**src/rtl/alu_operand_stage_if.sv**
```systemverilog
// Operand-stage bus: decode-side request, forwarding taps and ALU-side result.
// The slave modport is the stage itself; master is the surrounding pipeline.
interface alu_operand_stage_if #(
    parameter int W  = 32,
    parameter int RA = 5
);
    // decode side
    logic          in_valid;
    logic          in_ready;
    logic [W-1:0]  in_rdata1;
    logic [W-1:0]  in_rdata2;
    logic [RA-1:0] in_rs;
    logic [RA-1:0] in_rt;
    logic [15:0]   in_imm;
    logic          in_imm_sext;
    logic          in_alusrc;
    logic [3:0]    in_ctrl;
    logic [RA-1:0] in_wreg;

    // forwarding taps from EX/MEM and MEM/WB
    logic          ex_we;
    logic [RA-1:0] ex_wreg;
    logic [W-1:0]  ex_wdata;
    logic          wb_we;
    logic [RA-1:0] wb_wreg;
    logic [W-1:0]  wb_wdata;

    // ALU side
    logic          out_valid;
    logic          out_ready;
    logic [W-1:0]  out_a;
    logic [W-1:0]  out_b;
    logic [3:0]    out_ctrl;
    logic [W-1:0]  out_sdata;
    logic [RA-1:0] out_wreg;

    modport master (
        output in_valid, in_rdata1, in_rdata2, in_rs, in_rt, in_imm,
               in_imm_sext, in_alusrc, in_ctrl, in_wreg,
        output ex_we, ex_wreg, ex_wdata, wb_we, wb_wreg, wb_wdata,
        output out_ready,
        input  in_ready,
        input  out_valid, out_a, out_b, out_ctrl, out_sdata, out_wreg
    );

    modport slave (
        input  in_valid, in_rdata1, in_rdata2, in_rs, in_rt, in_imm,
               in_imm_sext, in_alusrc, in_ctrl, in_wreg,
        input  ex_we, ex_wreg, ex_wdata, wb_we, wb_wreg, wb_wdata,
        input  out_ready,
        output in_ready,
        output out_valid, out_a, out_b, out_ctrl, out_sdata, out_wreg
    );
endinterface

```
**src/rtl/alu_operand_stage.sv**
```systemverilog
// ID/EX operand stage: forwarding, ALUSrc immediate mux and a two-entry skid buffer.
// Forwarding from EX/MEM and MEM/WB is built only when ALU_OPERAND_FWD_EN is defined.
module alu_operand_stage #(
    parameter int W  = 32,
    parameter int RA = 5
) (
    input  logic               clk,
    input  logic               rst,
    input  logic               flush,
    alu_operand_stage_if.slave bus
);

    typedef struct packed {
        logic [W-1:0]  a;
        logic [W-1:0]  b;
        logic [W-1:0]  sdata;
        logic [3:0]    ctrl;
        logic [RA-1:0] wreg;
    } entry_t;

    logic [W-1:0] w_fa;
    logic [W-1:0] w_fb;
    logic [W-1:0] w_imm32;
    entry_t       w_entry;
    logic         w_in_fire;
    logic         w_main_load;
    logic         w_skid_load;

    entry_t       r_main;
    entry_t       r_skid;
    logic         r_out_valid;
    logic         r_skid_valid;

`ifdef ALU_OPERAND_FWD_EN
    // EX/MEM is the younger producer, so it wins over MEM/WB; r0 never forwards.
    // NOTE: every always_comb output gets a default first so no latch is inferred.
    always_comb begin
        w_fa = bus.in_rdata1;
        if (bus.in_rs != '0 && bus.ex_we && bus.ex_wreg == bus.in_rs)
            w_fa = bus.ex_wdata;
        else if (bus.in_rs != '0 && bus.wb_we && bus.wb_wreg == bus.in_rs)
            w_fa = bus.wb_wdata;

        w_fb = bus.in_rdata2;
        if (bus.in_rt != '0 && bus.ex_we && bus.ex_wreg == bus.in_rt)
            w_fb = bus.ex_wdata;
        else if (bus.in_rt != '0 && bus.wb_we && bus.wb_wreg == bus.in_rt)
            w_fb = bus.wb_wdata;
    end
`else
    logic w_unused_fwd;

    assign w_fa = bus.in_rdata1;
    assign w_fb = bus.in_rdata2;
    assign w_unused_fwd = ^{bus.ex_we, bus.ex_wreg, bus.ex_wdata,
                            bus.wb_we, bus.wb_wreg, bus.wb_wdata};
`endif

    assign w_imm32 = bus.in_imm_sext ? {{16{bus.in_imm[15]}}, bus.in_imm}
                                     : {16'b0, bus.in_imm};

    assign w_entry.a     = w_fa;
    assign w_entry.b     = bus.in_alusrc ? w_imm32 : w_fb;
    assign w_entry.sdata = w_fb;
    assign w_entry.ctrl  = bus.in_ctrl;
    assign w_entry.wreg  = bus.in_wreg;

    // in_ready is purely registered, which keeps out_ready off the decode path.
    assign w_in_fire   = bus.in_valid & ~r_skid_valid;
    assign w_main_load = ~r_out_valid | bus.out_ready;
    assign w_skid_load = w_in_fire & ~w_main_load;

    // NOTE: state registers use non-blocking assignments so every flop samples pre-edge values.
    always_ff @(posedge clk) begin
        if (rst) begin
            r_out_valid  <= 1'b0;
            r_skid_valid <= 1'b0;
        end else if (flush) begin
            r_out_valid  <= 1'b0;
            r_skid_valid <= 1'b0;
        end else begin
            if (w_main_load) begin
                r_out_valid  <= r_skid_valid | w_in_fire;
                r_skid_valid <= 1'b0;
            end else if (w_skid_load) begin
                r_skid_valid <= 1'b1;
            end
        end
    end

    // Skid entry always drains ahead of new input to preserve order.
    always_ff @(posedge clk) begin
        if (rst) begin
            r_main <= '0;
        end else if (!flush && w_main_load) begin
            if (r_skid_valid)
                r_main <= r_skid;
            else if (w_in_fire)
                r_main <= w_entry;
        end
    end

    // NOTE: skid payload has no reset; it is never observed while r_skid_valid is low.
    always_ff @(posedge clk) begin
        if (w_skid_load)
            r_skid <= w_entry;
    end

    assign bus.in_ready  = ~r_skid_valid;
    assign bus.out_valid = r_out_valid;
    assign bus.out_a     = r_main.a;
    assign bus.out_b     = r_main.b;
    assign bus.out_sdata = r_main.sdata;
    assign bus.out_ctrl  = r_main.ctrl;
    assign bus.out_wreg  = r_main.wreg;

endmodule
```
**src/flat_wrapper.sv**
```systemverilog
// flat-port wrapper written by rule: the top's interface ports become plain ports
module alu_operand_stage_flat 
#(
    parameter int W  = 32,
    parameter int RA = 5
)
  (clk, rst, flush, bus_in_valid, bus_in_rdata1, bus_in_rdata2, bus_in_rs, bus_in_rt, bus_in_imm, bus_in_imm_sext, bus_in_alusrc, bus_in_ctrl, bus_in_wreg, bus_ex_we, bus_ex_wreg, bus_ex_wdata, bus_wb_we, bus_wb_wreg, bus_wb_wdata, bus_out_ready, bus_in_ready, bus_out_valid, bus_out_a, bus_out_b, bus_out_ctrl, bus_out_sdata, bus_out_wreg);
  alu_operand_stage_if #(.W(W), .RA(RA)) bus_i ();
  input  logic clk;
  input  logic rst;
  input  logic flush;
  input wire logic [$bits(bus_i.in_valid)-1:0] bus_in_valid;
  input wire logic [$bits(bus_i.in_rdata1)-1:0] bus_in_rdata1;
  input wire logic [$bits(bus_i.in_rdata2)-1:0] bus_in_rdata2;
  input wire logic [$bits(bus_i.in_rs)-1:0] bus_in_rs;
  input wire logic [$bits(bus_i.in_rt)-1:0] bus_in_rt;
  input wire logic [$bits(bus_i.in_imm)-1:0] bus_in_imm;
  input wire logic [$bits(bus_i.in_imm_sext)-1:0] bus_in_imm_sext;
  input wire logic [$bits(bus_i.in_alusrc)-1:0] bus_in_alusrc;
  input wire logic [$bits(bus_i.in_ctrl)-1:0] bus_in_ctrl;
  input wire logic [$bits(bus_i.in_wreg)-1:0] bus_in_wreg;
  input wire logic [$bits(bus_i.ex_we)-1:0] bus_ex_we;
  input wire logic [$bits(bus_i.ex_wreg)-1:0] bus_ex_wreg;
  input wire logic [$bits(bus_i.ex_wdata)-1:0] bus_ex_wdata;
  input wire logic [$bits(bus_i.wb_we)-1:0] bus_wb_we;
  input wire logic [$bits(bus_i.wb_wreg)-1:0] bus_wb_wreg;
  input wire logic [$bits(bus_i.wb_wdata)-1:0] bus_wb_wdata;
  input wire logic [$bits(bus_i.out_ready)-1:0] bus_out_ready;
  output wire logic [$bits(bus_i.in_ready)-1:0] bus_in_ready;
  output wire logic [$bits(bus_i.out_valid)-1:0] bus_out_valid;
  output wire logic [$bits(bus_i.out_a)-1:0] bus_out_a;
  output wire logic [$bits(bus_i.out_b)-1:0] bus_out_b;
  output wire logic [$bits(bus_i.out_ctrl)-1:0] bus_out_ctrl;
  output wire logic [$bits(bus_i.out_sdata)-1:0] bus_out_sdata;
  output wire logic [$bits(bus_i.out_wreg)-1:0] bus_out_wreg;
  assign bus_i.in_valid = bus_in_valid;
  assign bus_i.in_rdata1 = bus_in_rdata1;
  assign bus_i.in_rdata2 = bus_in_rdata2;
  assign bus_i.in_rs = bus_in_rs;
  assign bus_i.in_rt = bus_in_rt;
  assign bus_i.in_imm = bus_in_imm;
  assign bus_i.in_imm_sext = bus_in_imm_sext;
  assign bus_i.in_alusrc = bus_in_alusrc;
  assign bus_i.in_ctrl = bus_in_ctrl;
  assign bus_i.in_wreg = bus_in_wreg;
  assign bus_i.ex_we = bus_ex_we;
  assign bus_i.ex_wreg = bus_ex_wreg;
  assign bus_i.ex_wdata = bus_ex_wdata;
  assign bus_i.wb_we = bus_wb_we;
  assign bus_i.wb_wreg = bus_wb_wreg;
  assign bus_i.wb_wdata = bus_wb_wdata;
  assign bus_i.out_ready = bus_out_ready;
  assign bus_in_ready = bus_i.in_ready;
  assign bus_out_valid = bus_i.out_valid;
  assign bus_out_a = bus_i.out_a;
  assign bus_out_b = bus_i.out_b;
  assign bus_out_ctrl = bus_i.out_ctrl;
  assign bus_out_sdata = bus_i.out_sdata;
  assign bus_out_wreg = bus_i.out_wreg;
  alu_operand_stage #(.W(W), .RA(RA)) u_core (.clk(clk), .rst(rst), .flush(flush), .bus(bus_i));
endmodule
```
**config.mk**
```make
export PLATFORM = sky130hd
export DESIGN_NAME = alu_operand_stage_flat
export DESIGN_NICKNAME = d
export VERILOG_FILES = /design/src/rtl/alu_operand_stage_if.sv /design/src/rtl/alu_operand_stage.sv /design/src/flat_wrapper.sv
export SDC_FILE = /design/constraint.sdc
export NUM_CORES = 1
export LEC_CHECK = 0
export CORE_MARGIN = 2
export CORE_UTILIZATION = 35
export DETAILED_ROUTE_END_ITERATION = 10
export PLACE_DENSITY = 0.67
export SLEW_MARGIN = 0
export SYNTH_ARGS = -nofsm -noshare
export SYNTH_HDL_FRONTEND = slang
export SYNTH_SLANG_ARGS = --single-unit
```
**constraint.sdc**
```tcl
create_clock -name clk -period 9.2 [get_ports clk]
set_input_delay 1.84 -clock clk [delete_from_list [all_inputs] [get_ports clk]]
set_output_delay 1.84 -clock clk [all_outputs]
set_load 0.01 [all_outputs]
```
==> results_dict.tcl, run 1 <==
set metrics [dict create \
    syn_inst 746 \
    finalPower_w 0.002237 \
    cts_max_path_buffers 3 \
    async_flop_share_pct 0 \
    ys_ff_latch 212 \
    syn_nets 928 \
    slew_viol_final 0 \
    antenna_found_initial 0 \
    nets 1084 \
    period_share_pct 45.08 \
    path_max_fanout 45 \
    cpMaxStageDelayCell "dfxtp_4" \
    wire_per_inst_um 19.83 \
    dpl_worst_slack_ns 4.739 \
    dieHeight_um 164.3 \
    p_per_area_nw_per_um2 188.0 \
    crit_buf_inv 2 \
    cts-root-buf "clkbuf_16" \
    hpwl_um 14390 \
    die_w_um 164.3 \
    setup_viol 0 \
    grt_pass1_wl_um 38760 \
    drt-met1-wl_um 11250 \
    drive_above_1_share_pct 17.72 \
    endpoint_kind "output port" \
    ant_nets 0 \
    hold_path_class "reg2reg" \
    cts-resized-gates 0 \
    p_leak_nw 4.120 \
    drt_first_pass_iters 5 \
    fmax_ghz 0.2411 \
    synthTopCellsByArea "edfxtp_1 (35%), dfxtp_1 (24%), mux2_2 (10%)" \
    clock-sinks 212 \
    ys_warn_count 0 \
    cts_buffers 24 \
    synth_ff_type "dfxtp_1" \
    worstSetupPathType "reg2out" \
    drt_iter0_drc 431 \
    fin_skew_ns 0.009595 \
    ios 289 \
    gp_congestion 0.7490 \
    syn2layout_area_growth_pct 32.29 \
    grt_start_max_net_pins 78 \
    worstMarginPinSlew_ns 1.048 \
    antenna_cells 0 \
    clk_latency_ns 0.51 \
    post_synth_num_cell_types 27 \
    via_per_inst 5.438 \
    row_count 58 \
    peakVddDrop_mv 0.1182 \
    finalInstanceArea_um2 11900 \
    synth_edf_count 105 \
    arrival_ns 2.31 \
    crit_chain "inv_2 -> clkdlybuf4s50_1" \
    finalWorstSetupSlack_ns 5.053 \
    finalWirelength_um 24790 \
    hold_violations 0 \
    status "finished, final reports clean" \
    crit_required_ns 7.36 \
    critPathTopFamily "buffers and inverters" \
    post-route-min-period_ns 4.147 \
    start_util_pct 35.72 \
    dr_wl_met3_um 1473 \
    grt_pass1_vias 6798 \
    rsz0062_at_grt "no" \
    wl_met2_um 11560 \
    cap_violations 0 \
    final.setup.tns_ns 0 \
    synth_top_cell_by_area "edfxtp_1" \
    maxSlewHeadroom_pct 29.74 \
    yosysTopAreaCellShare_pct 35.05 \
    die-area_um2 27000 \
    core_um2 25180 \
    cts_max_level 1 \
    port_buffers 202 \
    ctsHoldBuffers 0 \
    drc 0 \
    grt_usage_pct 18.08 \
    post_cts.repair.setup_buffers 0 \
    cp_slowest_stage_delay_ns 0.78 \
    fill_cells 2251 \
    clk_pin_slew_worst_paths_ns 0.06 \
    top_layer "met4" \
    synth_area_um2 8995 \
    seq_area_frac_synth_pct 58.87 \
    dpl-instance-area_um2 11150 \
    grt.overflow.total 0 \
    dr_total_vias 6798 \
    syn_area_per_cell_um2 12.06 \
    cts_tree "built" \
    worst_setup_path_start_kind "flop" \
]
[metal layers]
layer  global-route usage (%)  vias to the layer above
li1                         -                     3198
met1                    25.14                     3321
met3                    3.056                       36
met5                        0                        -
met4                    5.183                        0
met2                    28.97                      243
[cell usage in the layout, fill, tap and decap left out, drive strengths merged]
master and count:
inv 2, nor4 75, dfxtp 107, a32o 16
clkdlybuf4s50 200, nand2 64, a31oi 75, clkinv 10
bufinv 1, nor2 2, and2b 1, a22o 16
edfxtp 105, nand3 1, mux2 105, nand2b 18
a211oi 1, clkbuf 33, buf 13, or2 1
nor3 74
[where the power goes]
group	total, W	internal [W]	leakage, nW	switching (W)
clock	0.000917	0.000540	0.371	0.000377
combinational	0.000275	0.000145	1.92	0.000129
sequential	0.00105	0.00103	1.83	0.0000186
total	0.00224	0.00171	4.12	0.000525
[flip-flops by register name, indices dropped and copies added (netlist names)]
| signal | cells |
|---|---|
| u_core.bus.out_a | 32 |
| u_core.bus.out_b | 32 |
| u_core.bus.out_ctrl | 4 |
| u_core.bus.out_sdata | 32 |
| u_core.bus.out_valid | 1 |
| u_core.bus.out_wreg | 5 |
| u_core.r_skid | 105 |
| u_core.r_skid_valid | 1 |
[through the flow]
step                hold slack (ns)  util, %  cells
global placement             0.4509    44.26   1206
detailed placement           0.4558    44.26   1206
CTS                          0.4692    47.25   1250
floorplan                    0.5105        -    746
finish                       0.4652    47.25   1250
global route                 0.4755    47.25   1250
[kinds of logic (layout without fill, tap and decap cells)]
| family | Yosys count | in the layout | synth area share, % |
|---|---|---|---|
| AND/OR/NAND/NOR | 236 | 236 | 13.77 |
| flip-flops | 212 | 212 | 58.87 |
| AO/OA/AOI/OAI | 108 | 108 | 8.708 |
| multiplexers | 105 | 105 | 14.10 |
| buffers and inverters | 85 | 259 | 4.548 |
[synth_stat cells, types with 2 or more instances]
library cell and instances:
nand2_1 64, a32o_1 16, mux2_4 23, clkbuf_1 31, mux2_2 82, a22o_1 16, buf_6 3, buf_1 5
edfxtp_1 105, nand2b_1 18, nor3_1 73, buf_2 42, dfxtp_1 107, nor4_1 74, nor2_1 2, a31oi_1 74
[worst reg2reg max path, stage by stage, from the launching register on]
cell     delay [ns]
dfxtp_4        0.78
buf_4          0.70
nor2_4         0.07
buf_4          0.43
nor4_4         0.81
a22o_1         0.24
[area by class of cell]
type | count | area, um2 | area share, %
Inverter | 2 | 7.507 | 0.06309
Sequential cell | 212 | 5299 | 44.53
Clock inverter | 11 | 77.57 | 0.6519
Multi-Input combinational cell | 449 | 3329 | 27.98
Clock buffer | 33 | 675.6 | 5.678
Tap cell | 330 | 412.9 | 3.470
Timing Repair Buffer | 213 | 2097 | 17.62
[final timing paths]
kind / to / start / cells past startpoint / slack, ns
worst min register to register: u_core.bus.out_b[25] / u_core.bus.out_b[25] / 1 / 0.47
worst min-delay path: u_core.bus.out_b[25] / u_core.bus.out_b[25] / 1 / 0.47
worst max register to register: u_core.bus.out_b[0] / u_core.r_skid_valid / 5 / 6.12
worst max-delay path: bus_in_ready / u_core.r_skid_valid / 2 / 5.05
Note: power is estimated with default switching activity, not from simulation.
==> run 2: changes to the inputs <==
--- a/config.mk
+++ b/config.mk
@@ -8,7 +8,7 @@
 export CORE_MARGIN = 2
 export CORE_UTILIZATION = 35
 export DETAILED_ROUTE_END_ITERATION = 10
-export PLACE_DENSITY = 0.67
+export PLACE_DENSITY = 0.7
 export SLEW_MARGIN = 0
 export SYNTH_ARGS = -nofsm -noshare
 export SYNTH_HDL_FRONTEND = slang
==> constraint.sdc (replaced) <==
create_clock -name clk -period 3.8 [get_ports clk]
set_input_delay 0.76 -clock clk [delete_from_list [all_inputs] [get_ports clk]]
set_output_delay 0.76 -clock clk [all_outputs]
set_load 0.01 [all_outputs]
==> run 2 against run 1 <==
Global-route usage increased by 0.27 points; worst setup slack got worse by 4.0 ns; count of clock-buffer cells in the layout decreased by 1; sequential cell count unchanged; non-clock buffer count increased by 5; critical path depth unchanged; cell count grew 0.56%; largest cell class unchanged.
==> results_dict.tcl, run 2 (synthesized netlist as in run 1, its figures left out) <==
set metrics [dict create \
    grt_pass1_wl_um 39540 \
    drc 0 \
    grt_start_max_net_pins 79 \
    period_share_pct 72.29 \
    endpoint_kind "output port" \
    r2r_end "u_core.bus.out_b[22]" \
    path_max_fanout 17 \
    post_cts.repair.setup_buffers 0 \
    finish.utilization_pct 47.85 \
    maxSlewHeadroom_pct 28.00 \
    fin_skew_ns 0.009047 \
    multi_input_area_um2 3329 \
    final_cell_mix "clkdlybuf4s50_1 (200), dfxtp_1 (106), edfxtp_1 (105)" \
    seqCellArea_um2 5299 \
    p_per_area_nw_per_um2 470.4 \
    cts-root-buf "clkbuf_16" \
    worstSetupPathType "reg2out" \
    dieHeight_um 164.3 \
    core_um2 25180 \
    hpwl_um 15210 \
    finalPower_w 0.005668 \
    ios 289 \
    holdCritStartpoint "u_core.bus.out_b[16]" \
    hold_violations 0 \
    worst_setup_path_start_kind "flop" \
    final.setup.tns_ns 0 \
    cts_tree "built" \
    reg2regPathDepth 4 \
    gp_congestion 0.7928 \
    fmax_ghz 0.3640 \
    grt_pass1_vias 6960 \
    layout.cells.non_filler 1257 \
    fill_cells 2225 \
    drt_iter0_drc 557 \
    clk_latency_ns 0.51 \
    min_to "u_core.bus.out_b[16]" \
    finalWirelength_um 25150 \
    drt_first_pass_iters 7 \
    nets 1090 \
    timing.rr.start "u_core.r_skid_valid" \
    hold_path_class "reg2reg" \
    die_w_um 164.3 \
    ctsHoldBuffers 0 \
    clk_pin_slew_worst_paths_ns 0.06 \
    syn2layout_area_growth_pct 33.96 \
    setup_viol 0 \
    mostFrequentLayoutCell "clkdlybuf4s50_1" \
    slew_viol_final 0 \
    status "finished, final reports clean" \
    wire_per_inst_um 20.01 \
    top_register "u_core.r_skid" \
    crit_required_ns 3.04 \
    grt_usage_pct 18.35 \
    cap_violations 0 \
    rrSetupSlack_ns 1.76 \
    cts_max_path_buffers 3 \
    drive_above_1_share_pct 18.57 \
    start_util_pct 35.72 \
    dpl.cell_count 1211 \
    antenna_found_initial 1 \
    largest_register_ffs 105 \
    cts_buffers 25 \
    p_leak_nw 4.187 \
    cts-resized-gates 0 \
    grt.overflow.total 0 \
    worstMarginPinSlew_ns 1.074 \
    clock-sinks 212 \
    die-area_um2 27000 \
    row_count 58 \
    rsz0062_at_grt "no" \
    hold-path-cell-count 1 \
    arrival_ns 1.99 \
    via_per_inst 5.459 \
    peakVddDrop_mv 0.3400 \
    post-route-min-period_ns 2.747 \
    ant_nets 0 \
    cts_max_level 1 \
    dr_total_vias 6862 \
    port_buffers 202 \
]
[run 2: area by class of cell]
type	count	share of cell area, %
flip-flops and latches	212	43.98
multi-input cells	449	27.63
repair buffers	218	17.92
clock buffers	32	5.576
well taps	330	3.427
clock inverters	13	1.381
inverters	2	0.06231
diodes	1	0.02077
[run 2: stage by stage]
stage	hold WS, ns	cell area (um2)	setup slack [ns]
6_report	0.4634	12050	1.053
5_1_grt	0.4776	12050	0.9810
4_1_cts	0.4705	12050	1.023
3_5_place_dp	0.4564	11210	0.9717
3_3_place_gp	0.4516	11210	1.067
2_1_floorplan	0.5105	9002	0.4623
[run 2: how the worst max path moves through the flow]
stage / start / end / slack, ns / cells past startpoint
global placement: bus_out_ready / u_core.bus.out_b[30] / 1.07 / 4
finish: u_core.r_skid_valid / bus_in_ready / 1.05 / 2
detailed placement: bus_out_ready / u_core.bus.out_b[21] / 0.97 / 4
CTS: u_core.r_skid_valid / bus_in_ready / 1.02 / 2
global route: u_core.r_skid_valid / bus_in_ready / 0.98 / 2
floorplan: bus_out_ready / u_core.r_skid[0] / 0.46 / 5
[run 2: layer usage]
layer | up-vias | global-route usage [%] | share of wire [%]
li1 | 3214 | - | -
met1 | 3344 | 25.37 | 45
met2 | 254 | 29.06 | 45
met3 | 50 | 3.308 | 6.8
met4 | 0 | 6.021 | 2.8
met5 | - | 0 | 0
[run 2: power breakdown]
group / leakage, nW / switching, W / total (W) / internal [W]
Sequential: 1.83 / 0.0000457 / 0.00253 / 0.00249
Combinational: 1.95 / 0.000317 / 0.000673 / 0.000356
Clock: 0.406 / 0.000948 / 0.00246 / 0.00151
Total: 4.19 / 0.00131 / 0.00567 / 0.00436
[run 2: critical path, cell delays in order, from the launching register on]
cell,delay [ns]
dfxtp_4,0.41
inv_2,0.41
clkdlybuf4s50_1,0.64
==> run 3: changes to the inputs <==
--- a/config.mk
+++ b/config.mk
@@ -8,7 +8,7 @@
 export CORE_MARGIN = 2
 export CORE_UTILIZATION = 35
 export DETAILED_ROUTE_END_ITERATION = 10
-export PLACE_DENSITY = 0.7
+export PLACE_DENSITY = 0.67
 export SLEW_MARGIN = 0
 export SYNTH_ARGS = -nofsm -noshare
 export SYNTH_HDL_FRONTEND = slang
==> constraint.sdc (replaced) <==
create_clock -name clk -period 2.6 [get_ports clk]
set_input_delay 0.52 -clock clk [delete_from_list [all_inputs] [get_ports clk]]
set_output_delay 0.52 -clock clk [all_outputs]
set_load 0.01 [all_outputs]
==> run 3 against run 2 <==
Non-clock buffer count is 13 higher; critical path type unchanged; worst hold slack improved by 0.0017 ns; wire length shrank 0.80%; largest power group unchanged; power is 39% higher; critical path depth did not move; via count decreased by 1.6%; die area unchanged; global-route usage is 0.30 points lower.
==> results_dict.tcl, run 3 (synthesized netlist as in run 1, its figures left out) <==
set metrics [dict create \
    status "finished, final reports clean" \
    period_share_pct 88.02 \
    cts-resized-gates 0 \
    switching_share_pct 23.51 \
    slew_viol_final 0 \
    mostFrequentLayoutCell "clkdlybuf4s50_1" \
    finish.utilization_pct 48.11 \
    setup_viol 0 \
    finalInstanceArea_um2 12110 \
    row_count 58 \
    cp_slowest_stage_delay_ns 0.68 \
    top_register "u_core.r_skid" \
    post_cts.repair.setup_buffers 0 \
    ctsHoldBuffers 0 \
    drive_above_1_share_pct 19.21 \
    clkPwrFrac_pct 40.6 \
    dr_total_vias 6755 \
    p_per_area_nw_per_um2 652.3 \
    dieHeight_um 164.3 \
    cts_tree "built" \
    start_util_pct 35.72 \
    crit_required_ns 2.08 \
    pwr-share-comb_pct 12.6 \
    p_int_w 0.006044 \
    fmax_ghz 0.4369 \
    endpoint_kind "output port" \
    path_max_fanout 32 \
    antenna_found_initial 0 \
    seq_power_share_pct 46.9 \
    cap_violations 0 \
    clock-sinks 212 \
    antenna_cells 0 \
    dpl-instance-area_um2 11370 \
    cpMaxStageDelayCell "dfxtp_4" \
    ant_nets 0 \
    maxSlewHeadroom_pct 23.06 \
    layout.cells.non_filler 1267 \
    crit_buf_inv 2 \
    die-area_um2 27000 \
    nets 1102 \
    via_per_inst 5.331 \
    fin_skew_ns 0.006460 \
    largest_register_ffs 105 \
    final.setup.tns_ns 0 \
    critPathTopFamily "flip-flops" \
    rsz0062_at_grt "no" \
    cts_max_path_buffers 3 \
    worstSetupPathType "reg2out" \
    grt.overflow.total 0 \
    hold_path_class "reg2reg" \
    grt_pass1_wl_um 38470 \
    worst_setup_path_start_kind "flop" \
    port_buffers 202 \
    core_um2 25180 \
    drc 0 \
    final_cell_mix "clkdlybuf4s50_1 (200), dfxtp_1 (106), edfxtp_1 (105)" \
    wire_per_inst_um 19.69 \
    power.switching_w 0.001858 \
    arrival_ns 1.77 \
    p_leak_nw 4.220 \
    syn2layout_area_growth_pct 34.68 \
    post-route-min-period_ns 2.289 \
    grt_usage_pct 18.04 \
    ios 289 \
    drt_first_pass_iters 5 \
    peakVddDrop_mv 0.3667 \
    clk_latency_ns 0.51 \
    cts_buffers 24 \
    crit_chain "inv_2 -> clkdlybuf4s50_1" \
    hold_violations 0 \
    clk_pin_slew_worst_paths_ns 0.06 \
    worstMarginPinSlew_ns 1.148 \
    dpl.cell_count 1224 \
    gp_congestion 0.7580 \
    finalWirelength_um 24950 \
    hpwl_um 15870 \
    cts-root-buf "clkbuf_16" \
    finalWorstSetupSlack_ns 0.3114 \
    cts_max_level 1 \
    grt_pass1_vias 6705 \
    die_w_um 164.3 \
    drt_iter0_drc 541 \
    dpl_worst_slack_ns 0.2020 \
    grt_start_max_net_pins 63 \
]
run 3: cell count changes in the layout (fill, tap and decap cells not counted), moves of 2 or more:
cell,before,now
clkbuf_8,2,4
bufinv_16,4,0
buf_12,2,7
clkinv_2,4,2
buf_4,15,24
clkbuf_1,5,9
run 3: area by class of cell:
class,count,area (um2)
fillers,2257,13070
flip-flops and latches,212,5299
multi-input cells,449,3333
repair buffers,231,2322
clock buffers,38,714.4
well taps,330,412.9
clock inverters,5,25.02
inverters,2,7.507
run 3: worst reg2reg max path, delay by kind of cell (launching register included):
kind	cells	cell delay, ns
muxes	1	0.38
and+or+nand+nor	2	0.33
buffers and inverters	1	0.43
DFF	1	0.68
run 3: through the flow:
stage / hold WS, ns / power (W)
global placement: 0.4525 / 0.004755
floorplan: 0.5105 / 0.004257
finish: 0.4651 / 0.007902
CTS: 0.4595 / 0.007989
global route: 0.4859 / 0.008212
detailed placement: 0.4531 / 0.004769
run 3: metal layers:
metal | up-vias | share of wire (%) | GRT usage [%] | routed length (um)
met5 | - | 0 | 0 | 0
met4 | 0 | 2.0 | 5.223 | 511
met3 | 33 | 5.6 | 3.258 | 1404
met2 | 200 | 48 | 29.31 | 11860
met1 | 3282 | 45 | 24.62 | 11170
li1 | 3240 | - | - | -
run 3: power by group through the flow:
| stage | clock network, W | registers (W) | logic, W |
|---|---|---|---|
| 6_report | 0.00320 | 0.00370 | 0.000994 |
| 2_1_floorplan | 0 | 0.00381 | 0.000447 |
| 4_1_cts | 0.00328 | 0.00370 | 0.00100 |
| 3_5_place_dp | 0 | 0.00377 | 0.000997 |
| 3_3_place_gp | 0 | 0.00377 | 0.000984 |
| 5_1_grt | 0.00343 | 0.00371 | 0.00107 |
run 3: final timing paths:
kind	depth (start not counted)	slack, ns	start	end
setup / recovery	2	0.31	u_core.r_skid_valid	bus_in_ready
hold / removal	1	0.47	u_core.bus.out_b[25]	u_core.bus.out_b[25]
setup reg to reg	4	0.66	u_core.r_skid_valid	u_core.bus.out_ctrl[3]
hold reg to reg	1	0.47	u_core.bus.out_b[25]	u_core.bus.out_b[25]
==> variant (flow settings as in run 2) <==
Make the reset (`rst`) asynchronous in 2 clocked blocks.
--- a/src/rtl/alu_operand_stage.sv
+++ b/src/rtl/alu_operand_stage.sv
@@ -72,5 +72,5 @@
 
     // NOTE: state registers use non-blocking assignments so every flop samples pre-edge values.
-    always_ff @(posedge clk) begin
+    always_ff @(posedge clk or posedge rst) begin
         if (rst) begin
             r_out_valid  <= 1'b0;
@@ -90,5 +90,5 @@
 
     // Skid entry always drains ahead of new input to preserve order.
-    always_ff @(posedge clk) begin
+    always_ff @(posedge clk or posedge rst) begin
         if (rst) begin
             r_main <= '0;
Check against the original RTL: differs if rst is asserted again (counterexample within 4 cycles, from zero or initial values and one cycle with rst high); with rst held inactive, the same outputs for 4 cycles.
==> variant against run 2 <==
Cell area shrank 2.1%. Clock skew is essentially flat. Setup slack lost 0.36 ns. Wire length shrank 13%. Sequential cell count is the same. Clock power shrank 13%. Power grew 3.2%. Synthesized area shrank 2.5%. Largest cell class unchanged. Global-route usage shrank 1.6 points. Sequential share of layout area grew 5.5 points.
==> variant: results (changes against run 2) <==
Num CTS Buffers - 23 (-8.0%)
Root Buffer - clkbuf_16
Final setup fails - 0 (unchanged)
Final HPWL DP - 13500 um (-11%)
Synth Area in Compound Gates - 14.0% (+5.3 points)
Vias in the first global route - 6257 (-10%)
Via density - 5.11 (-6.3%)
Most flops, register - u_core.r_skid
Ys async rst share - 50.5% (+50 points)
DRT Pass-1 Iters - 4 (-3)
Post-Place Setup Slack - 0.922 ns (-0.0498 ns)
Post-CTS setup buffer count - 0 (unchanged)
Synth Area in XOR/XNOR - 0% (unchanged)
Arrival time at the worst endpoint - 2.35 ns (+0.36 ns)
Initial antenna violation count - 1 (unchanged)
Worst min path class - reg -> reg
Layout cells sized above 1 - 11.7% (-6.9 points)
Clk_skew - 0.00920 ns (+0.000158 ns)
Area contributors post-synth - edfxtp_1, dfrtp_1, mux2i_1, o21ai_0, o21ai_1
Leakage - 4.31 nW (+3.0%)
Resized cells post-CTS - 0 (unchanged)
Mux contribution to synthesized area - 12.2% (-1.9 points)
Final Wtd Congestion - 0.731 (-7.8%)
Port Buffers - 202 (unchanged)
Post-synth cell types - 24 (-11%)
# fillers - 2185 (-1.8%)
WL final - 22000 um (-13%)
Clock Latency Late Sink - 0.50 ns
Reg clk slew, reported paths - 0.06 ns (about the same)
Commonest cells post-synth - o21ai_0, dfrtp_1, edfxtp_1
Max Fanout on Critical Path - 38 (+21)
Post-synthesis sequential area ratio - 66.5% (+7.6 points)
Max VDD drop - 0.374 mV (+10%)
Placed cell area - 11100 sq um (-1.3%)
Post-synth EDFFs - 105 (unchanged)
Ys flop type - dfrtp_1
Syn_nets - 839 (-9.6%)
H-tree depth - 1 (unchanged)
Fin nets - 1024 (-6.1%)
DRT iter0 DRCs - 355 (-36%)
Global-route usage over all layers - 16.7% (-1.6 points)
Adder-cell share of the synthesized area - 0% (unchanged)
Worst-Margin Slew - 1.06 ns (-0.0190 ns)
Outcome - completed
First-pass GRT wire length - 35100 um (-11%)
Max clock buf depth - 3 (unchanged)
Max reg flops - 105 (unchanged)
Largest net degree at the start of global routing - 72 (-8.9%)
YS warnings - 0 (unchanged)
[variant: cell types whose count changed in the layout (fill, tap and decap cells not counted), sizes merged, moves of 89 or more]
cell,change
dfrtp,+107
dfxtp,-107
o21ai,+210
mux2,-89
mux2i,+89
[variant: report_power, final]
part	internal [mW]	total, mW	switching [mW]
Clock	1.25	2.14	0.885
Sequential	2.63	2.74	0.107
Combinational	0.537	0.975	0.439
Total	4.42	5.85	1.43
[variant: logic make-up after synthesis]
family	Yosys count
and+or+nand+nor	55
DFF	212
AOI/OAI and AO/OA	227
buffers and inverters	58
muxes	105
[variant: layer usage]
metal / global-route usage [%] / part of all wire, %
met5: 0 / 0
met1: 21.3 / 42
met4: 4.42 / 2.5
met2: 27.8 / 48
met3: 4.93 / 7.6
[variant: cell type report]
class	instances	share of cell area, %
Sequential cell	212	49.5
Multi-Input combinational cell	387	22.5
Timing Repair Buffer	216	18.3
Clock buffer	35	5.87
Tap cell	324	3.44
Clock inverter	6	0.255
Inverter	2	0.0849
Antenna cell	1	0.0212
[variant: critical path: stages, from the launching register on]
cell and delay (ns):
dfrtp_4 0.91, inv_2 0.35, clkdlybuf4s50_1 0.57
[variant: per-stage QoR]
step	utilization (%)	total power, mW	cells	hold WS [ns]
floorplan	-	3.16	657	0.491
global placement	45.2	3.75	1141	0.482
detailed placement	45.2	3.77	1141	0.488
CTS	48.2	5.93	1182	0.502
global route	48.2	6.13	1183	0.529
finish	48.2	5.85	1183	0.495
[variant: worst paths after layout]
kind,depth (start not counted),from,endpoint,slack (ns)
setup / recovery,2,u_core.r_skid_valid,bus_in_ready,0.69
hold / removal,2,u_core.bus.out_sdata[5],u_core.bus.out_sdata[5],0.50
setup reg to reg,3,u_core.r_skid_valid,u_core.r_skid[97],1.28
hold reg to reg,2,u_core.bus.out_sdata[5],u_core.bus.out_sdata[5],0.50
max in group asynchronous,3,rst,u_core.bus.out_b[6],2.45
min in group asynchronous,2,rst,u_core.bus.out_a[5],0.62
